--- config.mk ---
export PLATFORM = sky130hd
export DESIGN_NAME = rx_demux_flat
export DESIGN_NICKNAME = d
export VERILOG_FILES = /design/src/rtl/ccd_link_pkg.sv /design/src/rtl/rx_demux_if.sv /design/src/rtl/link_idle_timer.sv /design/src/rtl/rx_demux.sv /design/src/flat_wrapper.sv
export SDC_FILE = /design/constraint.sdc
export NUM_CORES = 1
export LEC_CHECK = 0
export CAP_MARGIN = 30
export CORE_MARGIN = 1
export CORE_UTILIZATION = 49
export DETAILED_ROUTE_END_ITERATION = 10
export GPL_ROUTABILITY_DRIVEN = 0
export PLACE_DENSITY = 0.83
export SLEW_MARGIN = 20
export SYNTH_ARGS = -nofsm -noshare
export SYNTH_HDL_FRONTEND = slang
export SYNTH_HIERARCHICAL = 1
export SYNTH_SLANG_ARGS = --single-unit
--- constraint.sdc ---
create_clock -name clk -period 2.55 [get_ports clk]
set_input_delay 0.51 -clock clk [delete_from_list [all_inputs] [get_ports clk]]
set_output_delay 0.51 -clock clk [all_outputs]
set_load 0.03 [all_outputs]
--- src/rtl/ccd_link_pkg.sv ---
// ccd_link_pkg: host-link frame constants shared by the TX mux and RX demux,
// plus the rx_demux parser state encoding.
package ccd_link_pkg;
   localparam int FRAME_LEN  = 3;
   localparam int HDR_BASE   = 1;
   localparam int NUM_CH_DEF = 4;
   localparam int CH_W       = 2;
   typedef enum logic [1:0] {ST_HDR, ST_MSB, ST_LSB, ST_DELIVER} rx_state_e;
endpackage

--- src/rtl/rx_demux_if.sv ---
// rx_demux_if: RX FIFO side and per-channel output side of the frame demux.
interface rx_demux_if;
   logic [7:0]  rdata;
   logic        rempty;
   logic        rinc;
   logic [15:0] out_0;
   logic [15:0] out_1;
   logic [15:0] out_2;
   logic [15:0] out_3;
   logic [3:0]  valid;
   logic [3:0]  ack;
   logic        err_hdr;
   logic        err_timeout;
   modport slave (
      input  rdata, rempty, ack,
      output rinc, out_0, out_1, out_2, out_3, valid, err_hdr, err_timeout
   );
   modport master (
      output rdata, rempty, ack,
      input  rinc, out_0, out_1, out_2, out_3, valid, err_hdr, err_timeout
   );
endinterface

--- src/rtl/link_idle_timer.sv ---
// link_idle_timer: counts idle cycles while en is high; expired flags the last
// allowed idle cycle so the caller can abort in that same cycle.
module link_idle_timer #(
   parameter int TIMEOUT_CYCLES = 1024
) (
   input  logic clk,
   input  logic rst_n,
   input  logic en,
   input  logic clr,
   output logic expired
);
   localparam int W = $clog2(TIMEOUT_CYCLES + 1);
   logic [W-1:0] cnt_q, cnt_d;
   assign expired = en && cnt_q == W'(TIMEOUT_CYCLES - 1);
   always_comb cnt_d = clr ? '0 : en ? cnt_q + W'(1) : cnt_q;
   always_ff @(posedge clk) cnt_q <= !rst_n ? '0 : cnt_d;
endmodule

--- src/rtl/rx_demux.sv ---
// rx_demux: parses 3-byte frames (header 1..NUM_CH, MSB, LSB) from the RX FIFO into
// per-channel valid/ack output words. RX_DEMUX_TIMEOUT_EN aborts stalled partial frames.
module rx_demux
   import ccd_link_pkg::*;
#(
   parameter int NUM_CH         = NUM_CH_DEF,
   parameter int TIMEOUT_CYCLES = 1024
) (
   input logic       clk,
   input logic       rst_n,
   rx_demux_if.slave bus
);
   rx_state_e        state_q, state_d;
   logic [CH_W-1:0]  ch_q, ch_d;
   logic [15:0]      word_q, word_d;
   logic [3:0][15:0] out_q, out_d;
   logic [3:0]       valid_q, valid_d, load;
   logic             err_hdr_q, err_to_q, pop, hdr_ok, deliver, expired;

   assign pop     = state_q != ST_DELIVER && !bus.rempty;
   assign hdr_ok  = bus.rdata >= 8'(HDR_BASE) && bus.rdata < 8'(HDR_BASE + NUM_CH);
   // an ack in the delivery cycle frees the slot, so the load may overwrite it
   assign deliver = state_q == ST_DELIVER && (!valid_q[ch_q] || bus.ack[ch_q]);
   assign load    = deliver ? 4'b0001 << ch_q : 4'b0000;

`ifdef RX_DEMUX_TIMEOUT_EN
   link_idle_timer #(.TIMEOUT_CYCLES(TIMEOUT_CYCLES)) u_idle_timer (
      .clk     (clk),
      .rst_n   (rst_n),
      .en      ((state_q == ST_MSB || state_q == ST_LSB) && bus.rempty),
      .clr     (pop || state_d != state_q),
      .expired (expired)
   );
`else
   logic unused_timeout;
   assign unused_timeout = ^TIMEOUT_CYCLES;
   assign expired        = 1'b0;
`endif

   always_comb begin
      state_d = state_q;
      ch_d    = ch_q;
      word_d  = word_q;
      case (state_q)
         ST_HDR: begin
            if (pop && hdr_ok) begin
               ch_d    = CH_W'(bus.rdata - 8'(HDR_BASE));
               state_d = ST_MSB;
            end
         end
         ST_MSB: begin
            if (pop) begin
               word_d[15:8] = bus.rdata;
               state_d      = ST_LSB;
            end else if (expired) state_d = ST_HDR;
         end
         ST_LSB: begin
            if (pop) begin
               word_d[7:0] = bus.rdata;
               state_d     = ST_DELIVER;
            end else if (expired) state_d = ST_HDR;
         end
         default: state_d = deliver ? ST_HDR : ST_DELIVER;
      endcase
      valid_d = load | (valid_q & ~bus.ack);
      for (int n = 0; n < 4; n++) out_d[n] = load[n] ? word_q : out_q[n];
   end

   always_ff @(posedge clk) begin
      if (!rst_n) begin
         state_q   <= ST_HDR;
         ch_q      <= '0;
         word_q    <= '0;
         out_q     <= '0;
         valid_q   <= '0;
         err_hdr_q <= 1'b0;
         err_to_q  <= 1'b0;
      end else begin
         state_q   <= state_d;
         ch_q      <= ch_d;
         word_q    <= word_d;
         out_q     <= out_d;
         valid_q   <= valid_d;
         err_hdr_q <= state_q == ST_HDR && pop && !hdr_ok;
         err_to_q  <= expired;
      end
   end

   assign bus.rinc        = pop;
   assign bus.out_0       = out_q[0];
   assign bus.out_1       = out_q[1];
   assign bus.out_2       = out_q[2];
   assign bus.out_3       = out_q[3];
   assign bus.valid       = valid_q;
   assign bus.err_hdr     = err_hdr_q;
   assign bus.err_timeout = err_to_q;
endmodule

--- src/flat_wrapper.sv ---
// flat-port wrapper written by rule: the top's interface ports become plain ports
module rx_demux_flat import ccd_link_pkg::*;
#(
   parameter int NUM_CH         = NUM_CH_DEF,
   parameter int TIMEOUT_CYCLES = 1024
)
  (clk, rst_n, bus_rdata, bus_rempty, bus_ack, bus_rinc, bus_out_0, bus_out_1, bus_out_2, bus_out_3, bus_valid, bus_err_hdr, bus_err_timeout);
  rx_demux_if bus_i ();
  input logic clk;
  input logic rst_n;
  input wire logic [$bits(bus_i.rdata)-1:0] bus_rdata;
  input wire logic [$bits(bus_i.rempty)-1:0] bus_rempty;
  input wire logic [$bits(bus_i.ack)-1:0] bus_ack;
  output wire logic [$bits(bus_i.rinc)-1:0] bus_rinc;
  output wire logic [$bits(bus_i.out_0)-1:0] bus_out_0;
  output wire logic [$bits(bus_i.out_1)-1:0] bus_out_1;
  output wire logic [$bits(bus_i.out_2)-1:0] bus_out_2;
  output wire logic [$bits(bus_i.out_3)-1:0] bus_out_3;
  output wire logic [$bits(bus_i.valid)-1:0] bus_valid;
  output wire logic [$bits(bus_i.err_hdr)-1:0] bus_err_hdr;
  output wire logic [$bits(bus_i.err_timeout)-1:0] bus_err_timeout;
  assign bus_i.rdata = bus_rdata;
  assign bus_i.rempty = bus_rempty;
  assign bus_i.ack = bus_ack;
  assign bus_rinc = bus_i.rinc;
  assign bus_out_0 = bus_i.out_0;
  assign bus_out_1 = bus_i.out_1;
  assign bus_out_2 = bus_i.out_2;
  assign bus_out_3 = bus_i.out_3;
  assign bus_valid = bus_i.valid;
  assign bus_err_hdr = bus_i.err_hdr;
  assign bus_err_timeout = bus_i.err_timeout;
  rx_demux #(.NUM_CH(NUM_CH), .TIMEOUT_CYCLES(TIMEOUT_CYCLES)) u_core (.clk(clk), .rst_n(rst_n), .bus(bus_i));
endmodule
==> results.json <==
{
  "via_per_inst": 5.174,
  "final-setup-viol-count": 0,
  "slew_violations": 0,
  "critPathTopFamily": "buffers and inverters",
  "syn_nets": 443,
  "grt_max_degree": 42,
  "slowest_stage": "or2_2",
  "port_buffers": 84,
  "core_um2": 6907,
  "area_growth_syn_to_layout_pct": 33.12,
  "max_freq_mhz": 444.2,
  "synth_xor_area_share_pct": 0,
  "gr-total-overflow": 0,
  "start_kind": "flip-flop",
  "postCtsHoldBufs": 0,
  "synth_cell_types": 37,
  "power_density_nw_per_um2": 556.7,
  "crit_buf_inv": 2,
  "p_leak_uw": 0.001562,
  "drt-total-wl_um": 8619,
  "ys_warn_count": 6,
  "layout-drive-gt1-share_pct": 7.298,
  "synthSimpleGateAreaFrac_pct": 23.23,
  "ant_nets": 0,
  "pwr-share-seq_pct": 52.7,
  "grt_use_total_pct": 23.43,
  "clk_path_buf_depth": 2,
  "status": "finished, final reports clean",
  "netlist_area_um2": 3566,
  "max_stage_delay_ns": 0.36,
  "clock_power_share_pct": 43.8,
  "worst_pin_slew_ns": 0.5810,
  "dr.pass1.iters": 5,
  "critPathMaxFanout": 8,
  "numCtsBuffers": 9,
  "post_cts_buffers": 0,
  "remaining_drc_errors": 0,
  "switchingPower_uw": 544.3,
  "drtIter0Drc": 182,
  "cts_tree": "built",
  "syn_inst": 422,
  "design_area_um2": 4747,
  "ir_drop_mv": 0.3089,
  "die_h_um": 87.31,
  "vias": 3120,
  "synth_seq_area_share_pct": 49.96,
  "die-area_um2": 7622,
  "p_int_uw": 2099,
  "path_class": "reg -> out",
  "multiInputGateArea_um2": 1644,
  "clk_latency_ns": 0.35,
  "antenna_found_initial": 0,
  "maxCapViolations": 0,
  "pwr-share-comb_pct": 3.5,
  "clock_skew_ns": 0.006794,
  "cp_data_required_time_ns": 2.04,
  "rsz0062_at_grt": "no",
  "ctsHtreeMaxLevel": 3,
  "arrival_ns": 1.74,
  "avgRoutedWirePerCell_um": 14.29,
  "period_share_pct": 88.29,
  "fp.dieW_um": 87.31,
  "p_total_uw": 2643,
  "cts_root_buf": "clkbuf_8",
  "n_fill_cell": 606,
  "endpoint_kind": "primary output",
  "register_area_um2": 1782,
  "timing.final.hold_violations": 0,
  "final_cell_mix": "nand2_1 (164), dfxtp_1 (89), clkdlybuf4s50_1 (82)",
  "ioPinCount": 86,
  "start_util_pct": 51.63,
  "hp-class": "reg -> reg",
  "slew_headroom_pct": 61.27,
  "synth_area_per_cell_um2": 8.450,
  "synth_compound_area_share_pct": 20.67,
  "hpwlAfterDp_um": 6292,
  "synth_top_family_by_area": "simple AND/OR/NAND/NOR gates",
  "grt_pass1_vias": 2868,
  "path_cells": "ha_1 -> or2_2 -> inv_1 -> buf_12",
  "power_switching_share_pct": 20.59,
  "final_cells": 603,
  "post_cts_resized": 0,
  "cts.sinks": 89,
  "synthAdderAreaFrac_pct": 2.105,
  "ys_ff_latch": 89,
  "layout_min_cycle_time_ns": 2.251,
  "final_common_cell": "nand2_1",
  "placedInstanceArea_um2": 4504,
  "num_antenna_cells": 0,
  "synth.area.mux_share_pct": 0,
  "fp-row-count": 30,
  "grt_pass1_wl_um": 13680,
  "num-nets-final": 523,
  "dp.cells": 587,
  "path_clk_slew_ns": 0.09
}
-- routing by layer --
layer	wire (µm)	part of all wire [%]	vias to the layer above	track usage (%)
li1	-	-	1535	-
met1	3920	45	1467	30.48
met2	4116	48	107	39.28
met3	454	5.3	11	2.938
met4	129	1.5	0	9.687
met5	0	0	-	0
-- worst min-delay path, stage by stage (launching register included) --
cell and delay, ns:
dfxtp_1 0.32, nand2_1 0.05, a21boi_1 0.05
-- layout make-up --
cell class	instances	area share, %
Sequential cell	89	37.53
Tap cell	96	2.530
Clock inverter	6	2.425
Clock buffer	10	2.688
Multi-Input combinational cell	300	34.63
Timing Repair Buffer	96	19.72
Inverter	6	0.4744
-- cell families (layout without fill, tap and decap cells) --
family                     after synthesis  count (layout)
AOI/OAI and AO/OA                       99              99
other                                    1               1
and+or+nand+nor                        194             194
DFF                                     89              89
buffers and inverters                   33             118
adders and majority gates                6               6
-- stage by stage --
stage	setup WS (ns)	hold slack (ns)	setup TNS (ns)	util (%)
floorplan	0.5577	0.4697	0	-
CTS	0.2996	0.4641	0	68.73
detailed placement	-0.006476	0.4515	-0.006476	65.22
global placement	0.06475	0.4450	0	65.22
global route	0.2385	0.4840	0	68.73
finish	0.2987	0.4642	0	68.73
-- synth_stat cells, drive strengths merged --
| library cell | number | share of area [%] |
|---|---|---|
| nand2 | 164 | 17 |
| dfxtp | 89 | 50 |
| a21boi | 83 | 17 |
| clkbuf | 23 | 2.4 |
| ha | 6 | 2.1 |
| inv | 6 | 0.63 |
| nor2b | 5 | 0.88 |
| or3 | 5 | 0.88 |
| buf | 4 | 0.88 |
| o21ai | 4 | 0.56 |
| o21a | 3 | 0.63 |
| and2 | 2 | 0.35 |
| nand2b | 2 | 0.35 |
| nand3 | 2 | 0.28 |
| nor3 | 2 | 0.56 |
| nor3b | 2 | 0.56 |
| o2111ai | 2 | 0.49 |
| or2 | 2 | 0.35 |
| or3b | 2 | 0.49 |
| a21oi | 1 | 0.14 |
| a311o | 1 | 0.28 |
| and3 | 1 | 0.18 |
| and4 | 1 | 0.28 |
| conb | 1 | 0.11 |
| nand3b | 1 | 0.21 |
| nor2 | 1 | 0.11 |
| nor4bb | 1 | 0.28 |
| o21bai | 1 | 0.21 |
| o22ai | 1 | 0.18 |
| o31ai | 1 | 0.21 |
| o32ai | 1 | 0.25 |
| o41ai | 1 | 0.25 |
| or4 | 1 | 0.21 |
-- path summary, 6_finish.rpt --
check / slack, ns / cells past startpoint / end / startpoint
max: 0.30 / 4 / bus_rinc / u_core/state_q[0]
min reg2reg: 0.46 / 2 / u_core/bus.out_1[8] / u_core/bus.out_1[8]
min: 0.46 / 2 / u_core/bus.out_1[8] / u_core/bus.out_1[8]
max reg2reg: 0.62 / 6 / u_core/bus.out_3[3] / u_core/state_q[0]
-- power by group through the flow --
stage          registers (µW)  logic, µW  clock network [µW]
4_1_cts                  1390       91.4                1170
2_1_floorplan            1430       50.5                   0
3_3_place_gp             1430       89.0                   0
5_1_grt                  1390       98.1                1230
6_report                 1390       91.5                1160
3_5_place_dp             1430       91.1                   0
-- registers in the layout (all words and copies together) (netlist names) --
name	count
u_core/bus.out_1	16
u_core/bus.err_hdr	1
u_core/bus.valid	4
u_core/bus.out_3	16
u_core/ch_q	2
u_core/word_q	16
u_core/bus.out_2	16
u_core/bus.out_0	16
u_core/state_q	2
No activity file was read; power rests on OpenSTA's default activity.
